--- config.mk ---
export PLATFORM = sky130hd
export DESIGN_NAME = seq_recognizer_moore_param
export DESIGN_NICKNAME = d
export VERILOG_FILES = /design/src/rtl/seq_recognizer_moore_param.sv
export SDC_FILE = /design/constraint.sdc
export NUM_CORES = 1
export LEC_CHECK = 0
export BUFFER_PORTS_ARGS = -buffer_cell sky130_fd_sc_hd__buf_2
export CORE_ASPECT_RATIO = 1.75
export CORE_MARGIN = 1.5
export CORE_UTILIZATION = 27
export DETAILED_ROUTE_END_ITERATION = 10
export PLACE_DENSITY = 0.45
export SLEW_MARGIN = 30
export SYNTH_ARGS = -nofsm -noshare
export SYNTH_HDL_FRONTEND = slang
export SYNTH_SLANG_ARGS = --single-unit
--- constraint.sdc ---
create_clock -name clk -period 2.5 [get_ports clk]
set_input_delay 0.25 -clock clk [delete_from_list [all_inputs] [get_ports clk]]
set_output_delay 0.25 -clock clk [all_outputs]
set_load 0.03 [all_outputs]
--- src/rtl/seq_recognizer_moore_param.sv ---
// Moore recognizer for a runtime-loadable PAT_W-bit serial pattern, overlapping or not.
// Define LAB_SEG_DISPLAY_EN to build the registered 7-segment decode of match_cnt.
module seq_recognizer_moore_param #(
    parameter int PAT_W = 4,
    parameter logic [PAT_W-1:0] PATTERN = 4'b1011,
    parameter int HIST_W = 3,
    parameter int CNT_W = 4
) (
    input  logic              clk,
    input  logic              reset,
    input  logic              en,
    input  logic              in,
    input  logic              overlap,
    input  logic [PAT_W-1:0]  pat,
    input  logic              pat_load,
    input  logic              cnt_clr,
    output logic [HIST_W-1:0] past,
    output logic              out,
    output logic [CNT_W-1:0]  match_cnt,
    output logic [6:0]        display
);

    localparam int SW = $clog2(PAT_W + 1);
    localparam logic [SW-1:0] DETECT = SW'(PAT_W);

    logic [SW-1:0]    state;
    logic [SW-1:0]    state_next;
    logic [PAT_W-1:0] pat_reg;
    logic             hit;

    // Longest pattern prefix that is a suffix of (first k pattern bits, b).
    // s holds that k+1 bit string right-aligned; candidate j compares its low j bits
    // against the top j bits of the pattern.
    function automatic logic [SW-1:0] kmp_next(input logic [SW-1:0] k, input logic b,
                                               input logic [PAT_W-1:0] p);
        logic [SW-1:0] best;
        logic [PAT_W:0] s;
        logic [PAT_W:0] mask;
        logic [PAT_W:0] pre;
        best = '0;
        s = {1'b0, p} >> (PAT_W - int'(k));
        s = (s << 1) | {{PAT_W{1'b0}}, b};
        for (int j = 1; j <= PAT_W; j++) begin
            if (j <= int'(k) + 1) begin
                mask = {(PAT_W + 1){1'b1}} >> (PAT_W + 1 - j);
                pre  = {1'b0, p} >> (PAT_W - j);
                if ((s & mask) == pre) best = SW'(j);
            end
        end
        return best;
    endfunction

    always_ff @(posedge clk or negedge reset) begin
        if (!reset) begin
            state   <= '0;
            pat_reg <= PATTERN;
        end else begin
            state <= state_next;
            if (pat_load) pat_reg <= pat;
        end
    end

    always_comb begin
        state_next = state;
        hit        = 1'b0;
        if (pat_load) begin
            state_next = '0;
        end else if (en) begin
            // Non-overlapping mode discards the matched history when leaving DETECT.
            if (state == DETECT && !overlap)
                state_next = kmp_next('0, in, pat_reg);
            else
                state_next = kmp_next(state, in, pat_reg);
            hit = (state_next == DETECT);
        end
    end

    always_comb begin
        out = (state == DETECT);
    end

    always_ff @(posedge clk or negedge reset) begin
        if (!reset)
            match_cnt <= '0;
        else if (cnt_clr)
            match_cnt <= '0;
        else if (hit && match_cnt != {CNT_W{1'b1}})
            match_cnt <= match_cnt + 1'b1;
    end

    generate
        if (HIST_W == 1) begin : g_hist1
            always_ff @(posedge clk or negedge reset) begin
                if (!reset)  past <= '0;
                else if (en) past <= in;
            end
        end else begin : g_histn
            always_ff @(posedge clk or negedge reset) begin
                if (!reset)  past <= '0;
                else if (en) past <= {past[HIST_W-2:0], in};
            end
        end
    endgenerate

`ifdef LAB_SEG_DISPLAY_EN
    // Segment order {a,b,c,d,e,f,g}, active-high.
    function automatic logic [6:0] seg7(input logic [3:0] v);
        case (v)
            4'h0: seg7 = 7'b1111110;
            4'h1: seg7 = 7'b0110000;
            4'h2: seg7 = 7'b1101101;
            4'h3: seg7 = 7'b1111001;
            4'h4: seg7 = 7'b0110011;
            4'h5: seg7 = 7'b1011011;
            4'h6: seg7 = 7'b1011111;
            4'h7: seg7 = 7'b1110000;
            4'h8: seg7 = 7'b1111111;
            4'h9: seg7 = 7'b1111011;
            4'hA: seg7 = 7'b1110111;
            4'hB: seg7 = 7'b0011111;
            4'hC: seg7 = 7'b1001110;
            4'hD: seg7 = 7'b0111101;
            4'hE: seg7 = 7'b1001111;
            default: seg7 = 7'b1000111;
        endcase
    endfunction

    always_ff @(posedge clk or negedge reset) begin
        if (!reset) display <= 7'b1111110;
        else        display <= seg7(match_cnt[3:0]);
    end
`else
    assign display = 7'b0000000;
`endif

endmodule
# Word-level counts from Yosys, hierarchy flattened
# Index checks and enable logic that the tools add are counted.
# totals
ff_bits	14
latch_bits	0
ram_bits	0
romBits	0
input_bits	11
n_memories	0
# op_classes
add_sub_neg	3
multipliers	0
div_mod_pow	0
order_cmp	4
n_eq_ne	8
shifts	1
muxes	18
n_bitwise	1
n_reduce_logical	5
# ops
cell	count
3-bit by 32-bit less-or-equal comparator with 1-bit output, first input constant	2
3-bit two-way mux	11
2-bit by 32-bit less-or-equal comparator with 1-bit output, first input constant	1
4-bit by 32-bit right shift with 3-bit output	1
4-bit two-way mux	2
3-bit equality test, second input constant	2
1-bit two-way mux	5
3-bit by 1-bit adder with 4-bit output, second input constant	1
4-bit by 1-bit adder with 4-bit output, second input constant	1
4-bit equality test	1
3-bit by 4-bit less-or-equal comparator with 1-bit output, first input constant	1
4-bit inequality test, second input constant	1
4-bit by 1-bit bitwise OR with 4-bit output	1
2-bit nonzero test	2
3-bit by 3-bit subtractor with 4-bit output, first input constant	1
3-bit equality test	1
1-bit equality test	2
2-bit equality test	1
1-bit logical AND	2
1-bit logical NOT	1

# Logic depth before layout (Yosys ltp)
# depth
word_depth	21
mapped_depth	10
depth_no_buf	9

# Worst setup path after synthesis
# OpenSTA, ideal clock, no wires.
# synth_path
kind	register to register
from	register state[0]
to	register match_cnt[2]
setup_time_ns	0.077
t_arrival_ns	2.637
required_ns	2.423
setup_slack_ns	-0.215
stages_incl_launch_ff	11
path_buffers	1
period_less_slack_ns	2.715
path_cell_list	dfrtp_1 > buf_4 > inv_1 > ha_1 > ha_1 > and4bb_1 > a311o_2 > a21oi_2 > o211ai_2 > or4_1 > a21oi_1
# synth_via
elab_chain_cells	18
word_cells_on_any_way	28
classes_between	add/sub (2); order compare (4); eq/ne (5); shift (1); mux (12); bitwise (1); reduce/logical (3)
# synth_rtl
element	line	text
start: declaration	26	logic [SW-1:0] state;
start signal: assignment	58	state <= state_next;
branches (longest 10 deep; another with 2-bit by 32-bit less-or-equal comparator with 1-bit output)	-	
3-bit two-way mux (*)	70	if (state == DETECT && !overlap)
3-bit two-way mux (*)	68	end else if (en) begin
3-bit two-way mux (*)	66	if (pat_load) begin
3-bit equality test (*)	74	hit = (state_next == DETECT);
1-bit two-way mux (*)	68	
1-bit two-way mux (*)	66	
1-bit logical AND (*)	87	else if (hit && match_cnt != {CNT_W{1'b1}})
2-bit nonzero test (no line) (*)	-	
end signal: assignment	88	match_cnt <= match_cnt + 1'b1;
end: declaration	19	output logic [CNT_W-1:0] match_cnt,
# Mark *: on every way between the ends. The select of a mux whose other input is x is not followed.
# A chain may end at the register's enable or synchronous reset.

# Worst setup path after layout
# Same ends and word-level chain as after synthesis.

==> impl_metrics.json <==
{
  "outcome": "finished with violations",
  "violations": "negative setup slack",
  "syn_to_final_growth_pct": 21.5,
  "grt_antenna_before_repair": 0,
  "setup-violations-final": 2,
  "die_x_um": 53.9,
  "start_util_pct": 27.8,
  "p_per_area_nw_per_um2": 478,
  "cts_made_buffers": 3,
  "syn_inst": 135,
  "drcViolationCount": 0,
  "finalCritPeriodShare_pct": 100,
  "rr_endpoint": "match_cnt[2]$_DFFE_PN0P_",
  "cp.arrival_ps": 2690,
  "critPathLaunchType": "register",
  "rsz0062_at_grt": "yes",
  "synth_largest_area_cell": "dfrtp_1",
  "synth_flop_cell": "dfrtp_1",
  "critPathCaptureType": "register",
  "peakVddDrop_v": 0.000271,
  "grt_max_degree": 15,
  "synth_seq_area_share_pct": 28.9,
  "row_count": 32,
  "die-area_um2": 4970,
  "h-tree-depth": 1,
  "leakage_nw": 0.638,
  "io_buffer_count": 18,
  "finClkSkew_ps": 6.15,
  "drt_iter0_drc": 29,
  "avgSynthCellArea_um2": 9.08,
  "yosys_warnings": 0,
  "grt_usage_pct": 14.3,
  "hold_slack_ps": 208,
  "required_ps": 2680,
  "min_period_ps": 2510,
  "grt_pass1_wl_um": 5270,
  "maxCapViolCount": 0,
  "wl_um": 3150,
  "routedWlPerCell_um": 15.0,
  "place_congestion": 0.872,
  "syn_area_um2": 1230,
  "finalPower_uw": 713,
  "synth-edff-count": 0,
  "finalHoldViolCount": 0,
  "drv_slew": 0,
  "dp_hpwl_um": 2570,
  "die_y_um": 92.1,
  "n_fill_cell": 488,
  "crit_slowest_cell": "or4_4",
  "reg2reg_slack_ps": -8,
  "async_flop_share_pct": 100,
  "holdPathStages": 2,
  "insertion_delay_ps": 250,
  "synth-seq-cells": 14,
  "hold_end": "match_cnt[2]$_DFFE_PN0P_",
  "finalWorstSetupSlack_ps": -7.97,
  "grt_overflow_total": 0,
  "nNetsFinal": 178,
  "fp.coreArea_um2": 4400,
  "crit_type": "reg -> reg",
  "synth_top_cell_area_share_pct": 22.4,
  "r2r-start": "state[0]$_DFFE_PN0P_",
  "antenna_cells": 0,
  "cpMostUsedCell": "ha_4",
  "cts-root-buf": "clkbuf_8",
  "drt-pass1-iter-count": 4,
  "cts_tree": "built",
  "ys_types": 50,
  "critPathMaxFanout": 6,
  "viasPerCell": 5.17,
  "max_freq_ghz": 0.399,
  "hold_path.class": "in -> reg",
  "max_stage_delay_ps": 500,
  "min_from": "cnt_clr",
  "cts_num_sinks": 14,
  "clk_path_buf_depth": 2,
  "vias": 1086,
  "synthTopCellsByArea": "dfrtp_1, ha_1, dfstp_2, buf_4, buf_6",
  "clk_pin_slew_worst_paths_ps": 60,
  "drive_gt1_share_pct": 35.8,
  "cp_cell_sequence": "inv_6 > ha_4 > ha_4 > and4bb_1 > a311o_2 > a21oi_4 > o211ai_4 > or4_4 > a21oi_2",
  "ant_nets": 0,
  "pin_count": 26,
  "r2r_cells": 9,
  "grt_pass1_vias": 1134
}
[worst max-delay path by stage]
stage,start,to,slack [ps],depth (start not counted)
finish,state[0]$_DFFE_PN0P_,match_cnt[2]$_DFFE_PN0P_,-8,9
floorplan,state[0]$_DFFE_PN0P_,match_cnt[2]$_DFFE_PN0P_,-70,10
global placement,state[0]$_DFFE_PN0P_,match_cnt[3]$_DFFE_PN0P_,6,8
CTS,state[0]$_DFFE_PN0P_,match_cnt[2]$_DFFE_PN0P_,-20,9
global route,state[0]$_DFFE_PN0P_,match_cnt[2]$_DFFE_PN0P_,-90,9
detailed placement,state[0]$_DFFE_PN0P_,match_cnt[2]$_DFFE_PN0P_,-30,9
[final cells by class]
type | instances | area (µm²) | share of cell area, %
clock buffers | 4 | 55.1 | 3.69
inverters | 9 | 38.8 | 2.60
multi-input cells | 103 | 803 | 53.9
flip-flops and latches | 14 | 354 | 23.8
well taps | 51 | 63.8 | 4.28
repair buffers | 29 | 175 | 11.8
[layout by cell type (no fill, tap or decap), types with 2 or more instances in the layout]
cell / n
buf_2: 18
dfrtp_1: 11
buf_4: 10
inv_1: 8
nor2_1: 8
o21ai_0: 7
a21oi_1: 7
conb_1: 7
nand2_1: 6
mux2_2: 5
ha_1: 5
a21oi_2: 4
clkbuf_8: 4
xor2_1: 3
nor3_1: 3
a31oi_1: 3
nand3_1: 3
dfstp_2: 3
nand2b_1: 2
o21a_1: 2
xnor2_1: 2
nor2b_1: 2
or3_1: 2
o31ai_1: 2
ha_4: 2
[through the flow]
stage / util (%) / TNS [ps] / worst slack, ps / area [µm²] / instances
floorplan: - / -104 / -67.4 / 1290 / 141
finish: 33.8 / -10.3 / -7.97 / 1490 / 210
CTS: 33.3 / -16.9 / -16.9 / 1470 / 209
global route: 33.8 / -445 / -91.1 / 1490 / 210
detailed placement: 31.3 / -29.2 / -28.4 / 1380 / 204
global placement: 31.3 / 0 / 6.16 / 1380 / 204
[what timing repair did]
action | 4_1_cts | 5_1_grt
buffers inserted | 0 | 1
hold buffers | 1 | 0
endpoints found under the setup margin | 2 | 6
endpoints found under the hold margin | 11 | 0
resized for setup | 3 | 4
pin swaps | 0 | 3
[layer usage]
layer / vias to the layer above / share of wire, % / wire [µm] / global-route usage [%]
met1: 535 / 35 / 1110 / 14.7
met3: 7 / 2.2 / 68 / 1.14
met2: 20 / 60 / 1880 / 26.4
li1: 524 / - / - / -
met4: 0 / 2.6 / 83 / 7.69
met5: - / 0 / 0 / 0
[synthesized netlist by cell type, types with 2 or more instances]
master,instances
nand2b_1,2
a21oi_1,10
or3_1,2
clkbuf_1,2
dfrtp_1,11
xnor2_1,2
o31ai_1,2
inv_1,9
mux2_2,5
nor2b_1,2
nand2_1,6
nor2_1,8
buf_6,5
dfstp_2,3
a31oi_1,4
o21a_1,2
nor3_1,3
nand3_1,3
ha_1,7
o21ai_0,7
buf_4,8
xor2_1,3
a21oi_2,2
[where the power goes]
group,switching (mW),internal [mW],leakage [nW]
Clock,0.0807,0.139,0.0288
Combinational,0.130,0.0928,0.434
Sequential,0.0236,0.246,0.176
Total,0.234,0.478,0.638
[kinds of logic (layout without fill, tap and decap cells)]
logic type / after synthesis / in the layout / synth area share (%)
fa+ha+maj: 7 / 7 / 7.14
mux: 8 / 8 / 7.55
compound gates: 42 / 42 / 24.4
buf+inv: 24 / 42 / 12.9
flops: 14 / 14 / 28.9
other cells: 1 / 7 / 0.306
xor+xnor: 5 / 5 / 3.57
simple gates: 34 / 34 / 15.3
[worst max-delay path, delay by kind of cell (launching register included)]
family | cells | cell delay [ps]
compound gates | 4 | 830
simple gates | 2 | 720
flops | 1 | 410
fa+ha+maj | 2 | 430
buf+inv | 1 | 40
No activity file was read; power rests on OpenSTA's default activity.
